<file path="src/rtl/memory_arbiter.sv">
// memory_arbiter
// Arbitrates a single-ported RAM between an instruction-fetch requester and a
// data requester. Data requests win over fetches. Each accepted request is
// latched and carried through one RAM access, then acknowledged with a
// one-cycle hit pulse.
//
// Ports
//   CLK, nRST            clock, asynchronous active-low reset
//   iREN, iaddr          instruction fetch request (level) and address
//   dREN, dWEN           data read / write request (level)
//   daddr, dstore        data address and write value
//   ihit, iload          fetch done pulse, fetched word (held)
//   dhit, dload          data done pulse, read word (held)
//   ramREN, ramWEN       RAM strobes
//   ramaddr, ramstore    RAM address and write data
//   ramload, ramstate    RAM read data and status (FREE/BUSY/ACCESS/ERROR)
//   merr                 sticky error flag (RAM ERROR or timeout)
module memory_arbiter #(
   parameter int unsigned TIMEOUT = 16
) (
   input  logic        CLK,
   input  logic        nRST,
   input  logic        iREN,
   input  logic [31:0] iaddr,
   input  logic        dREN,
   input  logic        dWEN,
   input  logic [31:0] daddr,
   input  logic [31:0] dstore,
   output logic        ihit,
   output logic [31:0] iload,
   output logic        dhit,
   output logic [31:0] dload,
   output logic        ramREN,
   output logic        ramWEN,
   output logic [31:0] ramaddr,
   output logic [31:0] ramstore,
   input  logic [31:0] ramload,
   input  logic [1:0]  ramstate,
   output logic        merr
);

   localparam int unsigned CW = $clog2(TIMEOUT + 1);
   localparam logic [CW-1:0] TMO = CW'(TIMEOUT);
   localparam logic [1:0] RAM_ACCESS = 2'd2;
   localparam logic [1:0] RAM_ERROR  = 2'd3;

   typedef enum logic [1:0] {
      ST_IDLE = 2'd0,
      ST_DACC = 2'd1,
      ST_IACC = 2'd2,
      ST_RESP = 2'd3
   } state_t;

   state_t        state_q, state_d;
   logic          wr_q, wr_d;       // latched op: 1 = write
   logic          data_q, data_d;   // latched source: 1 = data port
   logic [31:0]   addr_q, addr_d;
   logic [31:0]   store_q, store_d;
   logic [CW-1:0] cnt_q, cnt_d;
   logic          ihit_q, ihit_d;
   logic          dhit_q, dhit_d;
   logic [31:0]   iload_q, iload_d;
   logic [31:0]   dload_q, dload_d;
   logic          merr_q, merr_d;
   logic          done_s, fail_s;
   logic [31:0]   rdata_s;
   logic          acc_s;

   // Next-state, request latching, completion and timeout logic
   always_comb begin
      state_d = state_q;
      wr_d    = wr_q;
      data_d  = data_q;
      addr_d  = addr_q;
      store_d = store_q;
      cnt_d   = cnt_q;
      ihit_d  = 1'b0;
      dhit_d  = 1'b0;
      iload_d = iload_q;
      dload_d = dload_q;
      merr_d  = merr_q;
      done_s  = 1'b0;
      fail_s  = 1'b0;
      rdata_s = 32'h0000_0000;
      case (state_q)
         ST_IDLE: begin
            // Counter is cleared here so every access starts from zero.
            cnt_d = {CW{1'b0}};
            if (dREN || dWEN) begin
               state_d = ST_DACC;
               wr_d    = dWEN;   // read+write together is a write
               data_d  = 1'b1;
               addr_d  = daddr;
               store_d = dstore;
            end else if (iREN) begin
               state_d = ST_IACC;
               wr_d    = 1'b0;
               data_d  = 1'b0;
               addr_d  = iaddr;
               store_d = 32'h0000_0000;
            end else begin
               state_d = ST_IDLE;
            end
         end
         ST_DACC, ST_IACC: begin
            if (ramstate == RAM_ACCESS) begin
               done_s  = 1'b1;
               rdata_s = ramload;
            end else if (ramstate == RAM_ERROR) begin
               done_s = 1'b1;
               fail_s = 1'b1;
            end else begin
               cnt_d = cnt_q + {{(CW-1){1'b0}}, 1'b1};
               // The TIMEOUT-th pending cycle completes as an error.
               if (cnt_d == TMO) begin
                  done_s = 1'b1;
                  fail_s = 1'b1;
               end else begin
                  done_s = 1'b0;
               end
            end
            if (done_s) begin
               state_d = ST_RESP;
               merr_d  = merr_q | fail_s;
               if (data_q) begin
                  dhit_d = 1'b1;
                  if (!wr_q) begin
                     dload_d = rdata_s;
                  end else begin
                     dload_d = dload_q;
                  end
               end else begin
                  ihit_d  = 1'b1;
                  iload_d = rdata_s;
               end
            end else begin
               state_d = state_q;
            end
         end
         ST_RESP: begin
            // Hit is visible this cycle; requester drops its request now.
            state_d = ST_IDLE;
         end
         default: begin
            state_d = ST_IDLE;
         end
      endcase
   end

   // State, request latch, counter and response registers
   always_ff @(posedge CLK or negedge nRST) begin
      if (!nRST) begin
         state_q <= ST_IDLE;
         wr_q    <= 1'b0;
         data_q  <= 1'b0;
         addr_q  <= 32'h0000_0000;
         store_q <= 32'h0000_0000;
         cnt_q   <= {CW{1'b0}};
         ihit_q  <= 1'b0;
         dhit_q  <= 1'b0;
         iload_q <= 32'h0000_0000;
         dload_q <= 32'h0000_0000;
         merr_q  <= 1'b0;
      end else begin
         state_q <= state_d;
         wr_q    <= wr_d;
         data_q  <= data_d;
         addr_q  <= addr_d;
         store_q <= store_d;
         cnt_q   <= cnt_d;
         ihit_q  <= ihit_d;
         dhit_q  <= dhit_d;
         iload_q <= iload_d;
         dload_q <= dload_d;
         merr_q  <= merr_d;
      end
   end

   // RAM side is decoded purely from registered state and latches, so live
   // request inputs never reach the RAM and reset forces it to zero at once.
   always_comb begin
      acc_s    = (state_q == ST_DACC) || (state_q == ST_IACC);
      ramREN   = acc_s & ~wr_q;
      ramWEN   = acc_s & wr_q;
      ramaddr  = acc_s ? addr_q : 32'h0000_0000;
      ramstore = (acc_s && wr_q) ? store_q : 32'h0000_0000;
   end

   assign ihit  = ihit_q;
   assign dhit  = dhit_q;
   assign iload = iload_q;
   assign dload = dload_q;
   assign merr  = merr_q;

endmodule

</file>
<file path="config.mk">
export PLATFORM = sky130hd
export DESIGN_NAME = memory_arbiter
export DESIGN_NICKNAME = d
export VERILOG_FILES = /design/src/rtl/memory_arbiter.sv
export SDC_FILE = /design/constraint.sdc
export NUM_CORES = 1
export LEC_CHECK = 0
export CAP_MARGIN = 0
export CORE_AREA = 8 8 127 129
export DETAILED_ROUTE_END_ITERATION = 10
export DIE_AREA = 0 0 135 137
export PLACE_DENSITY = 0.93
export SKIP_CTS_REPAIR_TIMING = 1
export SYNTH_ARGS = -nofsm -noshare
export SYNTH_HDL_FRONTEND = slang
export SYNTH_SLANG_ARGS = --single-unit
</file>
<file path="constraint.sdc">
create_clock -name CLK -period 3.85 [get_ports CLK]
set_clock_uncertainty 0.05 [all_clocks]
set_input_delay 0.77 -clock CLK [delete_from_list [all_inputs] [get_ports CLK]]
set_output_delay 0.77 -clock CLK [all_outputs]
set_load 0.02 [all_outputs]
</file>
==> flow_summary.json, run 1 <==
{
  "cts.clk_slew.worst_paths_ns": 0.06,
  "startpoint": "state_q[1]",
  "setup_violations": 0,
  "cts_buffers": 17,
  "drive_gt1_share_pct": 5.54,
  "syn_area_sq_um": 6490,
  "dpl_cell_area_sq_um": 9300,
  "antenna_left": 0,
  "min_period_over_period_pct": 88.1,
  "rsz0062_at_grt": "false",
  "grt_first_pass_wirelength_microns": 31400,
  "fin_crit_ns": 3.39,
  "vias": 5808,
  "firstDrtPassIters": 6,
  "route.detailed.drc": 0,
  "n_fill_cell": 1017,
  "root_buffer": "clkbuf_16",
  "gp_congestion": 0.784,
  "maxCapViolCount": 0,
  "synth_most_common_cell": "dfrtp_1",
  "wl_microns": 20000,
  "final_cell_area_sq_um": 9900,
  "cts_tree": "done",
  "finalMaxSlewViolations": 0,
  "io_pins": 268,
  "synthFlopType": "dfrtp_1",
  "required_ns": 3.03,
  "yosys.area.top_type": "dfrtp_1",
  "cts_sinks": 140,
  "start_util_pct": 45.7,
  "clockBufferDepth": 2,
  "ys_seq_area_share_pct": 54.0,
  "r2r_cells": 5,
  "die_h_microns": 137,
  "status": "completed",
  "viasPerCell": 5.26,
  "rrSetupSlack_ns": 1.57,
  "crit_type": "flip-flop to output pin",
  "yosysWarnings": 0,
  "hpwl_microns": 14300,
  "final_core_util_pct": 69.7,
  "synth_nets": 801,
  "synth_top_area_share_pct": 54.0,
  "timing.rr.end": "dload[27]",
  "netlist_instances": 664,
  "ys_types": 35,
  "dieWidth_microns": 135,
  "relSlewSlack_pct": 35.8,
  "avgSynthCellArea_sq_um": 9.77,
  "clk_latency_ns": 0.41,
  "hold-worst-slack_ns": 0.364,
  "first_iter_violations": 351,
  "hold_violations": 0,
  "n_antenna_cell": 0,
  "area_delta_synth_final_pct": 52.6,
  "cp-end-kind": "output pin",
  "grt_max_degree": 96,
  "slowest_stage": "clkdlybuf4s50_1",
  "die_area_sq_um": 18500,
  "yosys_register_bits": 140,
  "grt_overflow": 0,
  "track_usage_pct": 21.6,
  "synthTopCellsByArea": "dfrtp_1, a22o_1, mux2i_1, nand2_1, nand2b_1",
  "crit_end": "ramstore[30]",
  "ir_drop_uv": 547,
  "htreeDepth": 4,
  "final_cells": 1104,
  "synth-edff-count": 0,
  "grt_pass1_vias": 5959,
  "ys_top_cells_by_count": "dfrtp_1, nand2_1, a22o_1",
  "crit_fanout": 28,
  "cp_cell_sequence": "inv_1 > ha_2 > buf_4 > and3_1 > clkdlybuf4s50_1",
  "port_buffers": 267,
  "wire_per_inst_microns": 18.1,
  "leakagePower_nw": 4.43,
  "tns_ns": 0,
  "start_kind": "flip-flop",
  "fp.coreArea_sq_um": 14200,
  "tightest_slew_ns": 0.960,
  "p_per_area_nw_per_um2": 841,
  "max_stage_delay_ns": 0.62,
  "worst-endpoint-arrival_ns": 2.57,
  "antenna_found_initial": 0,
  "ys_async_sr_fraction_pct": 100,
  "reg2reg_from": "wr_q",
  "nets": 1046,
  "fmaxAchievable_mhz": 295,
  "placedCellCount": 1074,
  "row_count": 44,
  "hold_path_class": "input pin to async pin"
}
[layer usage]
layer | vias up | routed length [microns] | GRT usage, %
met5 | - | 0 | 0
met3 | 27 | 2120 | 9.29
met4 | 0 | 420 | 8.76
met2 | 264 | 9470 | 34.8
li1 | 2758 | - | -
met1 | 2759 | 7950 | 24.8
[worst min-delay path by stage]
stage | to | slack, ns | cells past startpoint
2_1_floorplan | addr_q[10] | 0.39 | 2
3_3_place_gp | addr_q[27] | 0.40 | 2
3_5_place_dp | addr_q[20] | 0.41 | 2
4_1_cts | dload[0] | 0.39 | 1
5_1_grt | iload[14] | 0.42 | 1
6_report | dload[14] | 0.36 | 1
[worst max-delay path: cells and delay by family, from the launching register on]
| kind | cells | cell delay (ns) |
|---|---|---|
| adder cells (fa/ha/maj) | 1 | 0.61 |
| buffers and inverters | 3 | 0.99 |
| flip-flops | 1 | 0.35 |
| AND/OR/NAND/NOR | 1 | 0.22 |
[power by group]
part | internal, mW | switching, mW | total (mW)
sequential | 2.11 | 0.424 | 2.53
clock | 1.04 | 0.615 | 1.66
combinational | 1.94 | 2.20 | 4.13
[cell usage in the layout, fill, tap and decap left out, drive strengths merged, types with 19 or more instances in the layout]
cell,instances
clkbuf,19
o21ai,65
clkdlybuf4s50,266
nand2,73
a22o,37
and3,33
and2,33
nand2b,35
dfrtp,140
mux2i,32
o22ai,32
nor2,36
a21oi,34
inv,35
[kinds of logic (layout without fill, tap and decap cells)]
group	count (synthesis)	count (layout)	share of synthesized area (%)
compound gates	176	176	17.0
xor+xnor	4	4	0.540
fa+ha+maj	2	2	0.386
buf+inv	86	342	5.42
flops	140	140	54.0
mux	33	33	5.11
simple gates	223	223	17.6
[per-stage QoR]
stage          power [mW]  worst slack [ns]
6_report             8.32             0.457
3_3_place_gp         6.57             0.990
4_1_cts              8.41             0.431
2_1_floorplan        4.79              1.53
5_1_grt              8.84             0.349
3_5_place_dp         6.71             0.882
[final cells by class]
cell class                 instances  area, sq um  area share, %
timing repair buffer             278         2790           28.2
tap                              184          230           2.33
clock inverter                    11          144           1.45
multi-input combinational        438         2650           26.7
clock buffer                      19          453           4.58
inverter                          34          128           1.29
sequential                       140         3500           35.4
[registers in the layout (all words and copies together) (netlist names), 2 cells and up]
signal,count
dload,32
state_q,2
iload,32
store_q,32
addr_q,32
cnt_q,5
(Power assumes the default switching activity.)
==> run 2: changes to the inputs <==
clock period = 4.19 ns   (was 3.85 ns; I/O delays follow)
==> run 2 against run 1 <==
Compared with the run above:
- setup slack improved by 0.17 ns
- via count fell by 0.21%
- register-to-register slack worse by 0.51 ns
- die area unchanged
- global-route usage decreased by 0.10 points
- sequential power is 7.9% lower
- sequential cell count stayed put
- critical endpoint is now ramstore[0]
- largest power group unchanged
==> flow_summary.json, run 2 (synthesized netlist as in run 1, its figures left out) <==
{
  "cts.clk_slew.worst_paths_ns": 0.06,
  "layout_common_cells": "clkdlybuf4s50_1, dfrtp_1, nand2_1, a22o_1",
  "p_seq_share_pct": 30.7,
  "finalMaxSlewViolations": 0,
  "antenna_left": 0,
  "clockBufferDepth": 2,
  "power_frac_comb_pct": 50.1,
  "setup_violations": 0,
  "gp_congestion": 0.795,
  "antenna_found_initial": 0,
  "leakagePower_nw": 4.42,
  "cts_buffers": 17,
  "p_sw_mw": 2.98,
  "first_iter_violations": 322,
  "setup_ws_ns": 0.629,
  "firstDrtPassIters": 4,
  "crit_fanout": 69,
  "dieWidth_microns": 135,
  "status": "completed",
  "n_antenna_cell": 0,
  "route.detailed.drc": 0,
  "die_h_microns": 137,
  "min_period_over_period_pct": 85.0,
  "wl_met2_microns": 9280,
  "sw_frac_of_total_pct": 39.3,
  "hold_path_class": "flip-flop to flip-flop",
  "dp_slack_ns": 1.01,
  "fp.coreArea_sq_um": 14200,
  "regArea_sq_um": 3500,
  "maxCapViolCount": 0,
  "grt_first_pass_wirelength_microns": 31400,
  "viasPerCell": 5.24,
  "p_per_area_nw_per_um2": 768,
  "io_pins": 268,
  "tns_ns": 0,
  "n_fill_cell": 1030,
  "rsz0062_at_grt": "false",
  "hpwl_microns": 14500,
  "start_util_pct": 45.7,
  "wire_per_inst_microns": 18.0,
  "clk_latency_ns": 0.41,
  "fmaxAchievable_mhz": 281,
  "grt_overflow": 0,
  "ir_drop_uv": 401,
  "wl_met1_microns": 8030,
  "die_area_sq_um": 18500,
  "vias": 5796,
  "htreeDepth": 4,
  "track_usage_pct": 21.5,
  "highest_layer": "met4",
  "required_ns": 3.30,
  "port_buffers": 267,
  "worst-endpoint-arrival_ns": 2.67,
  "hold_violations": 0,
  "nets": 1047,
  "final_common_cell": "clkdlybuf4s50_1",
  "clockPowerShare_pct": 19.2,
  "drive_gt1_share_pct": 5.64,
  "grt_pass1_vias": 6035,
  "met3WireLength_microns": 2110,
  "fin_crit_ns": 3.56,
  "final_cells": 1106,
  "multiInputGateArea_sq_um": 2650,
  "relSlewSlack_pct": 24.9,
  "grt_max_degree": 92,
  "area_delta_synth_final_pct": 52.2,
  "crit_type": "flip-flop to output pin",
  "placedCellCount": 1075,
  "root_buffer": "clkbuf_16",
  "internal-power_mw": 4.60,
  "tightest_slew_ns": 1.12,
  "cp-end-kind": "output pin",
  "wl_microns": 19900,
  "row_count": 44,
  "cts_tree": "done",
  "cts_sinks": 140,
  "start_kind": "flip-flop"
}
-- run 2: worst paths after layout --
check                      cells past startpoint       start           to  slack, ns
max                                            4  state_q[1]  ramstore[0]       0.63
min                                            2  addr_q[20]   addr_q[20]       0.42
max reg2reg                                    7  state_q[1]     dload[9]       1.06
min reg2reg                                    2  addr_q[20]   addr_q[20]       0.42
max in group asynchronous                      2        nRST    iload[27]       2.75
min in group asynchronous                      1        nRST    dload[14]       0.43
-- run 2: worst max-delay path: stages (launching register included) --
cell and delay [ns]:
dfrtp_1 0.34, inv_1 0.05, ha_2 0.93, and3_1 0.30, clkdlybuf4s50_1 0.63
-- run 2: layout make-up --
class,count,area share (%)
flip-flops and latches,140,35.5
repair buffers,279,28.3
multi-input cells,438,26.8
clock buffers,20,4.63
well taps,184,2.33
inverters,34,1.29
clock inverters,11,1.20
-- run 2: power groups by stage --
stage,Sequential (mW),Clock (mW),Combinational (mW)
floorplan,2.50,0,1.90
global placement,2.32,0,3.71
detailed placement,2.33,0,3.85
CTS,2.32,1.48,3.85
global route,2.39,1.54,4.11
finish,2.33,1.45,3.80
-- run 2: per-stage QoR --
step | cell area [sq um] | utilization [%] | power (mW) | hold slack (ns)
finish | 9870 | 69.5 | 7.58 | 0.421
global route | 9870 | 69.5 | 8.05 | 0.446
CTS | 9870 | 69.5 | 7.66 | 0.427
detailed placement | 9300 | 65.4 | 6.18 | 0.413
global placement | 9300 | 65.4 | 6.03 | 0.404
floorplan | 6490 | - | 4.40 | 0.392
-- run 2: metal layers --
metal,up-vias,GRT usage (%)
li1,2765,-
met1,2746,25.2
met2,250,34.5
met3,35,8.48
met4,0,8.88
met5,-,0
